**src/rtl/ah_arb_pkg.sv**
```systemverilog
// Shared types for the AH arbiter requester agent.
//   arb_state_e : requester FSM states
//   ah_cmd_t    : queued command {id, len} at the default field widths
package ah_arb_pkg;

  typedef enum logic [1:0] {
    ST_IDLE = 2'd0,
    ST_REQ  = 2'd1,
    ST_OWN  = 2'd2,
    ST_REL  = 2'd3
  } arb_state_e;

  localparam int AH_ARB_ID_W     = 4;
  localparam int AH_ARB_LEN_W    = 4;
  localparam int AH_ARB_WAIT_MAX = 15;

  typedef struct packed {
    logic [AH_ARB_ID_W-1:0]  id;
    logic [AH_ARB_LEN_W-1:0] len;
  } ah_cmd_t;

endpackage

```
**src/rtl/ah_sync_fifo.sv**
```systemverilog
// Synchronous FIFO with show-ahead head (rdata_o is the oldest entry
// whenever empty_o is low).
//   clk, rstn        : clock, async active-low reset (flushes pointers)
//   push_i / wdata_i : write, ignored when full
//   pop_i            : read, ignored when empty
//   rdata_o          : head entry
//   full_o, empty_o  : status
module ah_sync_fifo #(
  parameter int DEPTH = 4,
  parameter int WIDTH = 8
) (
  input  logic             clk,
  input  logic             rstn,
  input  logic             push_i,
  input  logic [WIDTH-1:0] wdata_i,
  input  logic             pop_i,
  output logic [WIDTH-1:0] rdata_o,
  output logic             full_o,
  output logic             empty_o
);

  localparam int AW = $clog2(DEPTH);

  // One extra pointer bit separates full from empty when low bits match.
  logic [AW:0]      wr_q, rd_q;
  logic [WIDTH-1:0] mem_q [DEPTH];

  assign full_o  = (wr_q[AW] != rd_q[AW]) && (wr_q[AW-1:0] == rd_q[AW-1:0]);
  assign empty_o = (wr_q == rd_q);
  assign rdata_o = mem_q[rd_q[AW-1:0]];

  always_ff @(posedge clk or negedge rstn) begin
    if (!rstn) begin
      wr_q <= '0;
      rd_q <= '0;
    end else begin
      if (push_i && !full_o) wr_q <= wr_q + 1'b1;
      if (pop_i && !empty_o) rd_q <= rd_q + 1'b1;
    end
  end

  always_ff @(posedge clk) begin
    if (push_i && !full_o) mem_q[wr_q[AW-1:0]] <= wdata_i;
  end

endmodule

```
**src/rtl/ah_arb_requester.sv**
```systemverilog
// Requester agent for one arbiter port. Commands are queued in a FIFO;
// the head command is requested, then owned for len+1 beats, then
// released with a two-cycle req-low gap (REL + IDLE).
//   clk, rstn                   : clock, async active-low reset
//   cmd_valid/ready, cmd_id/len : command push interface
//   req, gnt                    : arbiter handshake
//   busy                        : ownership, drives arbiter gnt_busy
//   xfer_valid/id/last          : per-beat outputs
//   done                        : normal burst completion pulse
//   starve                      : waited WAIT_MAX or more cycles in REQ
//   err, err_clr                : sticky grant-loss flag and its clear
module ah_arb_requester
  import ah_arb_pkg::*;
#(
  parameter int DEPTH    = 4,
  parameter int ID_W     = AH_ARB_ID_W,
  parameter int LEN_W    = AH_ARB_LEN_W,
  parameter int WAIT_MAX = AH_ARB_WAIT_MAX
) (
  input  logic             clk,
  input  logic             rstn,
  input  logic             cmd_valid,
  output logic             cmd_ready,
  input  logic [ID_W-1:0]  cmd_id,
  input  logic [LEN_W-1:0] cmd_len,
  output logic             req,
  input  logic             gnt,
  output logic             busy,
  output logic             xfer_valid,
  output logic [ID_W-1:0]  xfer_id,
  output logic             xfer_last,
  output logic             done,
  output logic             starve,
  output logic             err,
  input  logic             err_clr
);

  localparam int             W    = ID_W + LEN_W;
  localparam logic [15:0]    WMAX = 16'(WAIT_MAX);

  logic [W-1:0]     head;
  logic             full, empty, pop;
  logic [LEN_W-1:0] head_len;
  logic [ID_W-1:0]  head_id;

  arb_state_e       state_q, state_d;
  logic [LEN_W-1:0] beat_q, beat_d;
  logic [15:0]      wait_q, wait_d;
  logic             ok_q, ok_d;     // burst completed without grant loss
  logic             err_q, err_d;

  assign cmd_ready = !full;
  assign pop       = (state_q == ST_REL);
  assign head_id   = head[W-1:LEN_W];
  assign head_len  = head[LEN_W-1:0];

  ah_sync_fifo #(.DEPTH(DEPTH), .WIDTH(W)) u_fifo (
    .clk     (clk),
    .rstn    (rstn),
    .push_i  (cmd_valid),
    .wdata_i ({cmd_id, cmd_len}),
    .pop_i   (pop),
    .rdata_o (head),
    .full_o  (full),
    .empty_o (empty)
  );

  always_comb begin
    state_d = state_q;
    beat_d  = beat_q;
    wait_d  = wait_q;
    ok_d    = ok_q;
    err_d   = err_q;
    if (err_clr) err_d = 1'b0;
    case (state_q)
      ST_IDLE: if (!empty) state_d = ST_REQ;
      ST_REQ: begin
        if (gnt) begin
          state_d = ST_OWN;
          beat_d  = head_len;
          wait_d  = '0;
        end else if (wait_q < WMAX) begin
          wait_d = wait_q + 16'd1;
        end
      end
      ST_OWN: begin
        if (!gnt) begin
          // Grant loss aborts: the entry is dropped, no re-arbitration.
          state_d = ST_REL;
          ok_d    = 1'b0;
          err_d   = 1'b1;   // set wins over err_clr
        end else if (beat_q == '0) begin
          state_d = ST_REL;
          ok_d    = 1'b1;
        end else begin
          beat_d = beat_q - 1'b1;
        end
      end
      default: begin
        state_d = ST_IDLE;
        ok_d    = 1'b0;
      end
    endcase
  end

  always_ff @(posedge clk or negedge rstn) begin
    if (!rstn) begin
      state_q <= ST_IDLE;
      beat_q  <= '0;
      wait_q  <= '0;
      ok_q    <= 1'b0;
      err_q   <= 1'b0;
    end else begin
      state_q <= state_d;
      beat_q  <= beat_d;
      wait_q  <= wait_d;
      ok_q    <= ok_d;
      err_q   <= err_d;
    end
  end

  // All handshake outputs decode from registers only.
  assign req        = (state_q == ST_REQ) || (state_q == ST_OWN);
  assign busy       = (state_q == ST_OWN);
  assign xfer_valid = busy && gnt;
  assign xfer_id    = busy ? head_id : '0;
  assign xfer_last  = busy && (beat_q == '0);
  assign done       = pop && ok_q;
  assign starve     = (wait_q >= WMAX);
  assign err        = err_q;

endmodule

```
**config.mk**
```make
export PLATFORM = sky130hd
export DESIGN_NAME = ah_arb_requester
export DESIGN_NICKNAME = d
export VERILOG_FILES = /design/src/rtl/ah_arb_pkg.sv /design/src/rtl/ah_sync_fifo.sv /design/src/rtl/ah_arb_requester.sv
export SDC_FILE = /design/constraint.sdc
export NUM_CORES = 1
export LEC_CHECK = 0
export ABC_CLOCK_PERIOD_IN_PS = 1950
export CAP_MARGIN = 10
export CORE_ASPECT_RATIO = 0.75
export CORE_MARGIN = 1.5
export CORE_UTILIZATION = 53
export CTS_BUF_LIST = sky130_fd_sc_hd__clkbuf_8
export CTS_CLUSTER_DIAMETER = 150
export DETAILED_ROUTE_END_ITERATION = 16
export GPL_TIMING_DRIVEN = 1
export PLACE_DENSITY_LB_ADDON = 0.2
export SETUP_SLACK_MARGIN = 0.15
export SYNTH_ARGS = -nofsm -noshare
export SYNTH_HDL_FRONTEND = slang
export SYNTH_SLANG_ARGS = --single-unit
```
**constraint.sdc**
```tcl
create_clock -name clk -period 1.95 [get_ports clk]
set_clock_uncertainty 0.2 [all_clocks]
set_input_delay 0.2925 -clock clk [delete_from_list [all_inputs] [get_ports clk]]
set_output_delay 0.2925 -clock clk [all_outputs]
set_load 0.01 [all_outputs]
```
==> results of run 1 <==
-- cell type report --
cell class	instances	area share [%]
Sequential cell	62	45.3
Multi-Input combinational cell	110	30.3
Timing Repair Buffer	69	16.5
Clock buffer	9	3.27
Tap cell	60	1.98
Clock inverter	7	1.45
Inverter	12	1.26
-- where the power goes --
group	switching, W	total, W	internal [W]
clock network	0.000482	0.00105	0.000567
registers	0.000240	0.00198	0.00174
logic	0.00129	0.00297	0.00168
-- critical path: stages (launching register included) --
cell     delay [ns]
dfrtp_2        0.45
buf_6          0.13
mux4_2         0.47
and2_1         0.14
buf_2          0.13
-- cell usage in the layout (no fill, tap or decap), drive strengths merged, types with 3 or more instances in the layout --
cell type	n
a21oi	7
and2	18
and3	8
buf	56
clkbuf	9
clkdlybuf4s50	13
clkinv	6
dfrtp	30
edfxtp	32
ha	11
inv	12
mux2	3
mux4	8
nand2	7
nand3	5
nor4	4
o21ai	7
o22ai	3
xnor2	5
-- per-stage QoR --
stage	power [W]	setup TNS [ns]	std cells
finish	0.00600	-1.74	329
global route	0.00633	-4.65	329
CTS	0.00565	-1.03	325
detailed placement	0.00404	-3.85	295
global placement	0.00392	-2.58	295
floorplan	0.00313	0	191
-- per-layer routing --
metal / share of wire (%) / track usage, % / wire length, um
met5: 0 / 0 / 0
met4: 0.97 / 6.45 / 61
met3: 5.3 / 8.79 / 336
met2: 53 / 40.5 / 3300
met1: 41 / 30.1 / 2590
-- worst max-delay path by stage --
stage                             to            from  cells past startpoint  slack (ns)
after floorplan           state_q[1]       beat_q[0]                      7        0.05
after global placement    xfer_id[1]  u_fifo.rd_q[0]                      3       -0.23
after detailed placement  xfer_id[0]  u_fifo.rd_q[0]                      3       -0.23
after CTS                 xfer_id[0]  u_fifo.rd_q[0]                      4       -0.21
after global routing      xfer_id[0]  u_fifo.rd_q[0]                      4       -0.27
final                     xfer_id[1]  u_fifo.rd_q[0]                      4       -0.21
-- sequential cells by signal, summed over array words and instances, names as in the netlist --
register and flops:
beat_q 4, err 1, ok_q 1, state_q 2
u_fifo.mem_q 32, u_fifo.rd_q 3, u_fifo.wr_q 3, wait_q 16
-- kinds of logic after synthesis --
kind of cell	after synthesis	synth area share, %
xor gates and xnor gates	7	2.25
muxes	12	8.36
adders and majority gates	11	5.05
DFF	62	62.8
AOI/OAI and AO/OA	28	7.26
and+or+nand+nor	51	11.0
buffers and inverters	20	3.26
-- what timing repair did --
action,in CTS,in global routing
hold buffers,0,0
resized for setup,97,24
setup endpoints to repair,52,55
cloned,1,0
pin swaps,24,11
setup buffers,13,4
==> out/results.txt, run 1 <==
Die height -> 65.1 um
Worst-Margin Slew -> 0.399 ns
Ys flop type -> edfxtp_1
CP Class -> reg2out
Vias post-DR -> 1,895
Netlist Area Pre-Place -> 2720 sq um
Final count of hold timing violations -> 0
Area Growth Syn to Fin -> 39.0%
Routability cong. -> 0.817
Most instantiated cells after synthesis -> edfxtp_1, dfrtp_1, and2_1
Fmax -> 463 MHz
R2R Path Start -> beat_q[1]
Ant diodes -> 0
Yosys warns -> 0
Share of the synthesized area in the top cell type -> 35.3%
Data arrival time of the critical path -> 1.67 ns
TritonCTS clock tree -> yes
Vias in the first global route -> 1,959
Worst Path Required -> 1.46 ns
Status -> finished with violations
Reg2reg end -> state_q[1]
Async SR Flop Fraction -> 48.4%
Post-route DRC -> 0
Chip Width -> 85.8 um
Port Buffer Count -> 24
Die Area -> 5580 sq um
Clock sinks -> 62
Largest net degree at the start of global routing -> 31
RSZ-0062 raised after global routing -> yes
Area of the multi-input gates -> 1150 sq um
Critical Path Start Type -> flip-flop
Cells after Synth -> 191
R2R setup slack -> -0.12 ns
Worst hold margin -> 0.139 ns
Vias per cell -> 5.76
Worst-skew pair later-pin latency -> 0.34 ns
Worst vdd ir -> 0.981 mV
Layout cell share with drive strength beyond 1 -> 44.6%
Worst hold path class -> in2async
Syn Nets -> 215
Cell Rows -> 22
Pre-CTS setup slack -> -0.229 ns
Register-to-Register Path Depth -> 8
ANT nets after route -> 0
# fillers -> 289
Gr usage total -> 24.2%
Mean Syn Cell Area -> 14.3 sq um
CP Max Fanout -> 5
# IOs -> 25
Relative slew slack -> 73.4%
Period utilisation layout -> 111%
Root Buffer -> clkbuf_8
First-pass GRT wire length -> 9.68 mm
Total congestion overflow -> 0
Post-route cell area -> 3780 sq um
Library cells used by synthesis -> 43
Initial antenna violation count -> 0
Fin util -> 76.8%
Number of synthesized flops with an enable pin -> 32
Synth area leader -> edfxtp_1
Number of nets in the layout -> 288
Num CTS Buffers -> 9
Flops & latches, synth -> 62
DP HPWL -> 3.55 mm
Final WL -> 6.29 mm
Worst setup margin -> -0.209 ns
Power per cell area -> 1580 nW/um^2
Iter 0 DRT Violations -> 100
Most common cell in the netlist -> edfxtp_1
Post-layout min period -> 2.16 ns
CP endpoint kind -> output port
Placed cell areas -> 3210 sq um
H-tree levels -> 3
Clock transition at path regs -> 0.07 ns
Area contributors post-synth -> edfxtp_1, dfrtp_1, mux4_2
DRT Pass-1 Iters -> 4
Max Buffers Root-to-Sink -> 2
Failing checks -> setup timing
Leak -> 1.58 nW
Core Area -> 4930 sq um
Sequential share of the synthesized area -> 62.8%
Initial core utilization -> 55.3%
MaxCap Viol Count -> 0
Drt wl/cell -> 19.1 um
Slew Viols, Final -> 0
Setup violators final -> 36
Register area -> 1710 sq um
Note: power is estimated with default switching activity, not from simulation.
==> run 2, diff against run 1 <==
Settings changed: CORE_MARGIN 1.5 to 1.
==> run 2 against run 1 <==
The flow still finishes with violations (setup timing); cell count fell by 0.30%; combinational power fell by 3%; global-route usage fell by 0.72 points; die area fell by 2.7%; worst hold slack improved by 0.0045 ns; critical path type unchanged; highest routed layer unchanged.
==> out/results.txt, run 2 (same netlist as run 1, synthesis figures left out) <==
Critical Path Start Type -> flip-flop
Fmax -> 469 MHz
Layout cell share with drive strength beyond 1 -> 44.8%
CP endpoint kind -> output port
Setup Total Neg Slack -> -0.918 ns
Register area -> 1710 sq um
Gr usage total -> 23.5%
Clock power frac -> 20.5%
Seq pwr share -> 32.2%
ANT nets after route -> 0
Ant diodes -> 0
First-pass GRT wire length -> 9.22 mm
Die height -> 64.1 um
Total congestion overflow -> 0
Final WL -> 6.30 mm
Design Power -> 0.00610 W
Port Buffer Count -> 24
# fillers -> 282
Area Growth Syn to Fin -> 39.9%
Commonest non-fill, non-tap cell in the layout -> edfxtp_1
Post-route DRC -> 0
Vias post-DR -> 1,857
Routability cong. -> 0.784
Area of the multi-input gates -> 1120 sq um
Core Area -> 4930 sq um
Pre-CTS setup slack -> -0.221 ns
Drt wl/cell -> 19.2 um
Data arrival time of the critical path -> 1.64 ns
Setup violators final -> 7
Cell Rows -> 22
Status -> finished with violations
Vias per cell -> 5.66
Max Buffers Root-to-Sink -> 2
Crit-path cells -> buf_6 > mux4_2 > and2_1 > buf_2
Relative slew slack -> 74.3%
CP Class -> reg2out
Leak -> 1.59 nW
Commonest cells after routing, fill and taps aside -> edfxtp_1, dfrtp_1, buf_4, buf_6
Worst Path Required -> 1.46 ns
Clock sinks -> 62
Initial core utilization -> 55.3%
Max reg flops -> 32
Chip Width -> 84.8 um
Initial antenna violation count -> 0
Iter 0 DRT Violations -> 161
Combinational Power Share -> 47.3%
Slew Viols, Final -> 0
Period utilisation layout -> 109%
CP Max Fanout -> 4
Worst-skew pair later-pin latency -> 0.34 ns
P_sw -> 0.00199 W
Power per cell area -> 1600 nW/um^2
H-tree levels -> 3
Worst hold path class -> in2async
DP HPWL -> 3.72 mm
Number of nets in the layout -> 287
Largest net degree at the start of global routing -> 31
Failing checks -> setup timing
DRT Pass-1 Iters -> 12
Slowest CP cell -> mux4_2
Worst hold margin -> 0.143 ns
Die Area -> 5430 sq um
Worst-Margin Slew -> 0.386 ns
Vias in the first global route -> 1,913
Sw Share -> 32.7%
Root Buffer -> clkbuf_8
Num CTS Buffers -> 9
Post-layout min period -> 2.13 ns
# IOs -> 25
CP peak stage delay -> 0.47 ns
Internal power -> 0.00410 W
MaxCap Viol Count -> 0
RSZ-0062 raised after global routing -> yes
Worst setup margin -> -0.182 ns
Worst vdd ir -> 1.10 mV
Final count of hold timing violations -> 0
TritonCTS clock tree -> yes
Clock transition at path regs -> 0.06 ns
## run 2: changes by cell type in the layout (fill, tap and decap cells not counted), moves of 2 or more
cell      previous run  this run
mux2_4               3         1
clkinv_1             4         0
buf_4               30        28
clkbuf_8             9        11
o21ai_1              5         3
ha_4                 3         5
## run 2: power by group through the flow
| stage | clock network (W) | logic [W] | registers (W) |
|---|---|---|---|
| after floorplan | 0 | 0.00123 | 0.00190 |
| after global placement | 0 | 0.00196 | 0.00194 |
| after detailed placement | 0 | 0.00208 | 0.00197 |
| after CTS | 0.00127 | 0.00256 | 0.00195 |
| after global routing | 0.00133 | 0.00305 | 0.00199 |
| final | 0.00125 | 0.00288 | 0.00196 |
## run 2: through the flow
step	instances	util (%)	area, sq um
global placement	293	64.8	3190
CTS	321	74.3	3660
floorplan	191	-	2730
detailed placement	293	64.8	3190
global route	328	77.3	3810
finish	328	77.3	3810
## run 2: repair_timing
item                                    in CTS  in global routing
cloned                                       1                  0
endpoints found under the setup margin      54                 67
buffers inserted                            11                  7
gates resized for setup                     94                 22
hold buffers                                 0                  0
pin swaps                                   13                 18
## run 2: path summary, 6_finish.rpt
kind,start,end,slack [ns],cells after the start
max in group asynchronous,rstn,u_fifo.rd_q[0],1.10,2
max reg2reg,beat_q[0],state_q[1],-0.03,7
min,rstn,wait_q[1],0.14,2
min reg2reg,wait_q[4],wait_q[4],0.29,1
min in group clk,wait_q[4],wait_q[4],0.29,1
max,u_fifo.rd_q[0],xfer_id[0],-0.18,4
## run 2: area by class of cell
class | instances | area share [%]
flip-flops and latches | 62 | 45.0
multi-input cells | 110 | 29.5
repair buffers | 68 | 16.3
clock buffers | 11 | 3.97
well taps | 60 | 1.97
clock inverters | 5 | 1.94
inverters | 12 | 1.31
## run 2: metal layers
layer	vias up	wire length [um]	global-route usage, %
li1	846	-	-
met1	955	2760	28.6
met2	42	3230	39.3
met3	14	193	6.85
met4	0	115	10.6
met5	-	0	0
## run 2: critical path, delay by kind of cell (launching register included)
kind / cells / cell delay, ns
buffers and inverters: 2 / 0.27
DFF: 1 / 0.42
muxes: 1 / 0.47
and+or+nand+nor: 1 / 0.15
==> run 3, diff against run 2 <==
Settings changed: PLACE_DENSITY set to 0.77, PLACE_DENSITY_LB_ADDON 0.2 to not set.
==> run 3 against run 2 <==
The flow finishes with violations (DRC, setup timing); sequential power hardly changed; utilization grew 1.1 points; combinational power is 11% higher; worst setup slack worse by 0.0014 ns; clock power increased by 9%; critical path type unchanged.
==> out/results.txt, run 3 (same netlist as run 1, synthesis figures left out) <==
Status -> finished with violations
Failing checks -> DRC, setup timing
First-pass GRT wire length -> 9.16 mm
Commonest non-fill, non-tap cell in the layout -> buf_4
Fmax -> 469 MHz
Setup Total Neg Slack -> -4.11 ns
Port Buffer Count -> 24
ANT nets after route -> 0
Vias post-DR -> 1,880
Reg2reg end -> state_q[1]
Clock transition at path regs -> 0.06 ns
Max reg flops -> 32
Relative slew slack -> 70.8%
P_sw -> 0.00206 W
Ant diodes -> 0
Total congestion overflow -> 0
Final WL -> 6.39 mm
Initial antenna violation count -> 0
Core Area -> 4930 sq um
Vias per cell -> 5.61
Register-to-Register Path Depth -> 8
TritonCTS clock tree -> yes
Largest net degree at the start of global routing -> 31
Max Buffers Root-to-Sink -> 2
Max Used Layer -> met4
R2R setup slack -> -0.15 ns
Critical Path Start Type -> flip-flop
Period utilisation layout -> 109%
Final count of hold timing violations -> 0
Worst hold path class -> in2async
Leak -> 1.65 nW
Area Growth Syn to Fin -> 41.9%
Hold Buf Count CTS -> 0
Pre-CTS setup slack -> -0.206 ns
Chip Width -> 84.8 um
Metal3 WL -> 227 um
Worst-skew pair later-pin latency -> 0.34 ns
# IOs -> 25
CP endpoint kind -> output port
Setup violators final -> 46
Die height -> 64.1 um
Root Buffer -> clkbuf_8
CP Class -> reg2out
Clock power frac -> 20.8%
Sw Share -> 31.7%
DRT Pass-1 Iters -> 10
Combinational Power Share -> 49.2%
CP Max Fanout -> 3
Worst setup margin -> -0.184 ns
Internal power -> 0.00444 W
Slew Viols, Final -> 0
Worst vdd ir -> 1.06 mV
Number of nets in the layout -> 294
Power per cell area -> 1680 nW/um^2
M1 WL -> 2.84 mm
Initial core utilization -> 55.3%
Clock sinks -> 62
H-tree levels -> 3
Die Area -> 5430 sq um
Routability cong. -> 0.761
Vias in the first global route -> 1,837
Layout cell share with drive strength beyond 1 -> 44.4%
Cell Rows -> 22
Worst Path Required -> 1.46 ns
Commonest cells after routing, fill and taps aside -> buf_4, edfxtp_1, dfrtp_1, buf_6, clkdlybuf4s50_1
MaxCap Viol Count -> 0
Seq pwr share -> 30.0%
RSZ-0062 raised after global routing -> yes
R2R Path Start -> u_fifo.rd_q[0]
Post-layout min period -> 2.13 ns
Worst-Margin Slew -> 0.434 ns
Post-route DRC -> 1
DP HPWL -> 3.39 mm
Drt wl/cell -> 19.1 um
Fin util -> 78.4%
Met2 WL -> 3.24 mm
Num CTS Buffers -> 9
Iter 0 DRT Violations -> 144
Gr usage total -> 23.2%
Data arrival time of the critical path -> 1.64 ns
## run 3: final cells by class
| class | count | area [sq um] |
|---|---|---|
| inverters | 12 | 47.5 |
| flip-flops and latches | 62 | 1710 |
| well taps | 60 | 75.1 |
| clock inverters | 6 | 101 |
| repair buffers | 75 | 698 |
| fillers | 267 | 1060 |
| clock buffers | 10 | 138 |
| multi-input cells | 110 | 1090 |
## run 3: worst max-delay path, stage by stage, from the launching register on
cell and delay [ns]:
dfrtp_2 0.41, buf_12 0.12, mux4_2 0.50, and2_4 0.16, buf_6 0.11
## run 3: power groups by stage
stage                     Clock [W]  Sequential, W  Combinational (W)
after floorplan                   0        0.00190            0.00123
after detailed placement          0        0.00195            0.00206
final                       0.00136        0.00195            0.00320
after global placement            0        0.00193            0.00200
after CTS                   0.00137        0.00193            0.00272
after global routing        0.00143        0.00198            0.00341
## run 3: what timing repair did
action | CTS | global route
buffers inserted | 14 | 8
gates cloned | 1 | 0
gates resized for setup | 90 | 22
setup endpoints to repair | 54 | 57
pin swaps | 18 | 7
## run 3: stage by stage
| step | total power (W) | cells | cell area [sq um] | hold slack (ns) |
|---|---|---|---|---|
| after floorplan | 0.00313 | 191 | 2730 | -0.203 |
| after global routing | 0.00682 | 335 | 3860 | 0.177 |
| after detailed placement | 0.00401 | 296 | 3220 | 0.273 |
| final | 0.00650 | 335 | 3860 | 0.144 |
| after CTS | 0.00602 | 327 | 3720 | 0.144 |
| after global placement | 0.00393 | 296 | 3220 | 0.272 |
## run 3: worst max path at each step
stage,startpoint,end,slack [ns],cells after the start
4_1_cts,u_fifo.rd_q[0],xfer_id[1],-0.17,4
2_1_floorplan,beat_q[0],state_q[1],0.05,7
3_3_place_gp,u_fifo.rd_q[0],xfer_id[3],-0.18,3
5_1_grt,u_fifo.rd_q[0],state_q[1],-0.22,8
6_report,u_fifo.rd_q[0],xfer_id[1],-0.18,4
3_5_place_dp,u_fifo.rd_q[0],xfer_id[3],-0.21,3
## run 3: metal layers
metal	GRT usage [%]	vias up
met3	7.36	7
met4	8.69	0
met5	0	-
met1	32.6	970
met2	34.0	42
li1	-	861
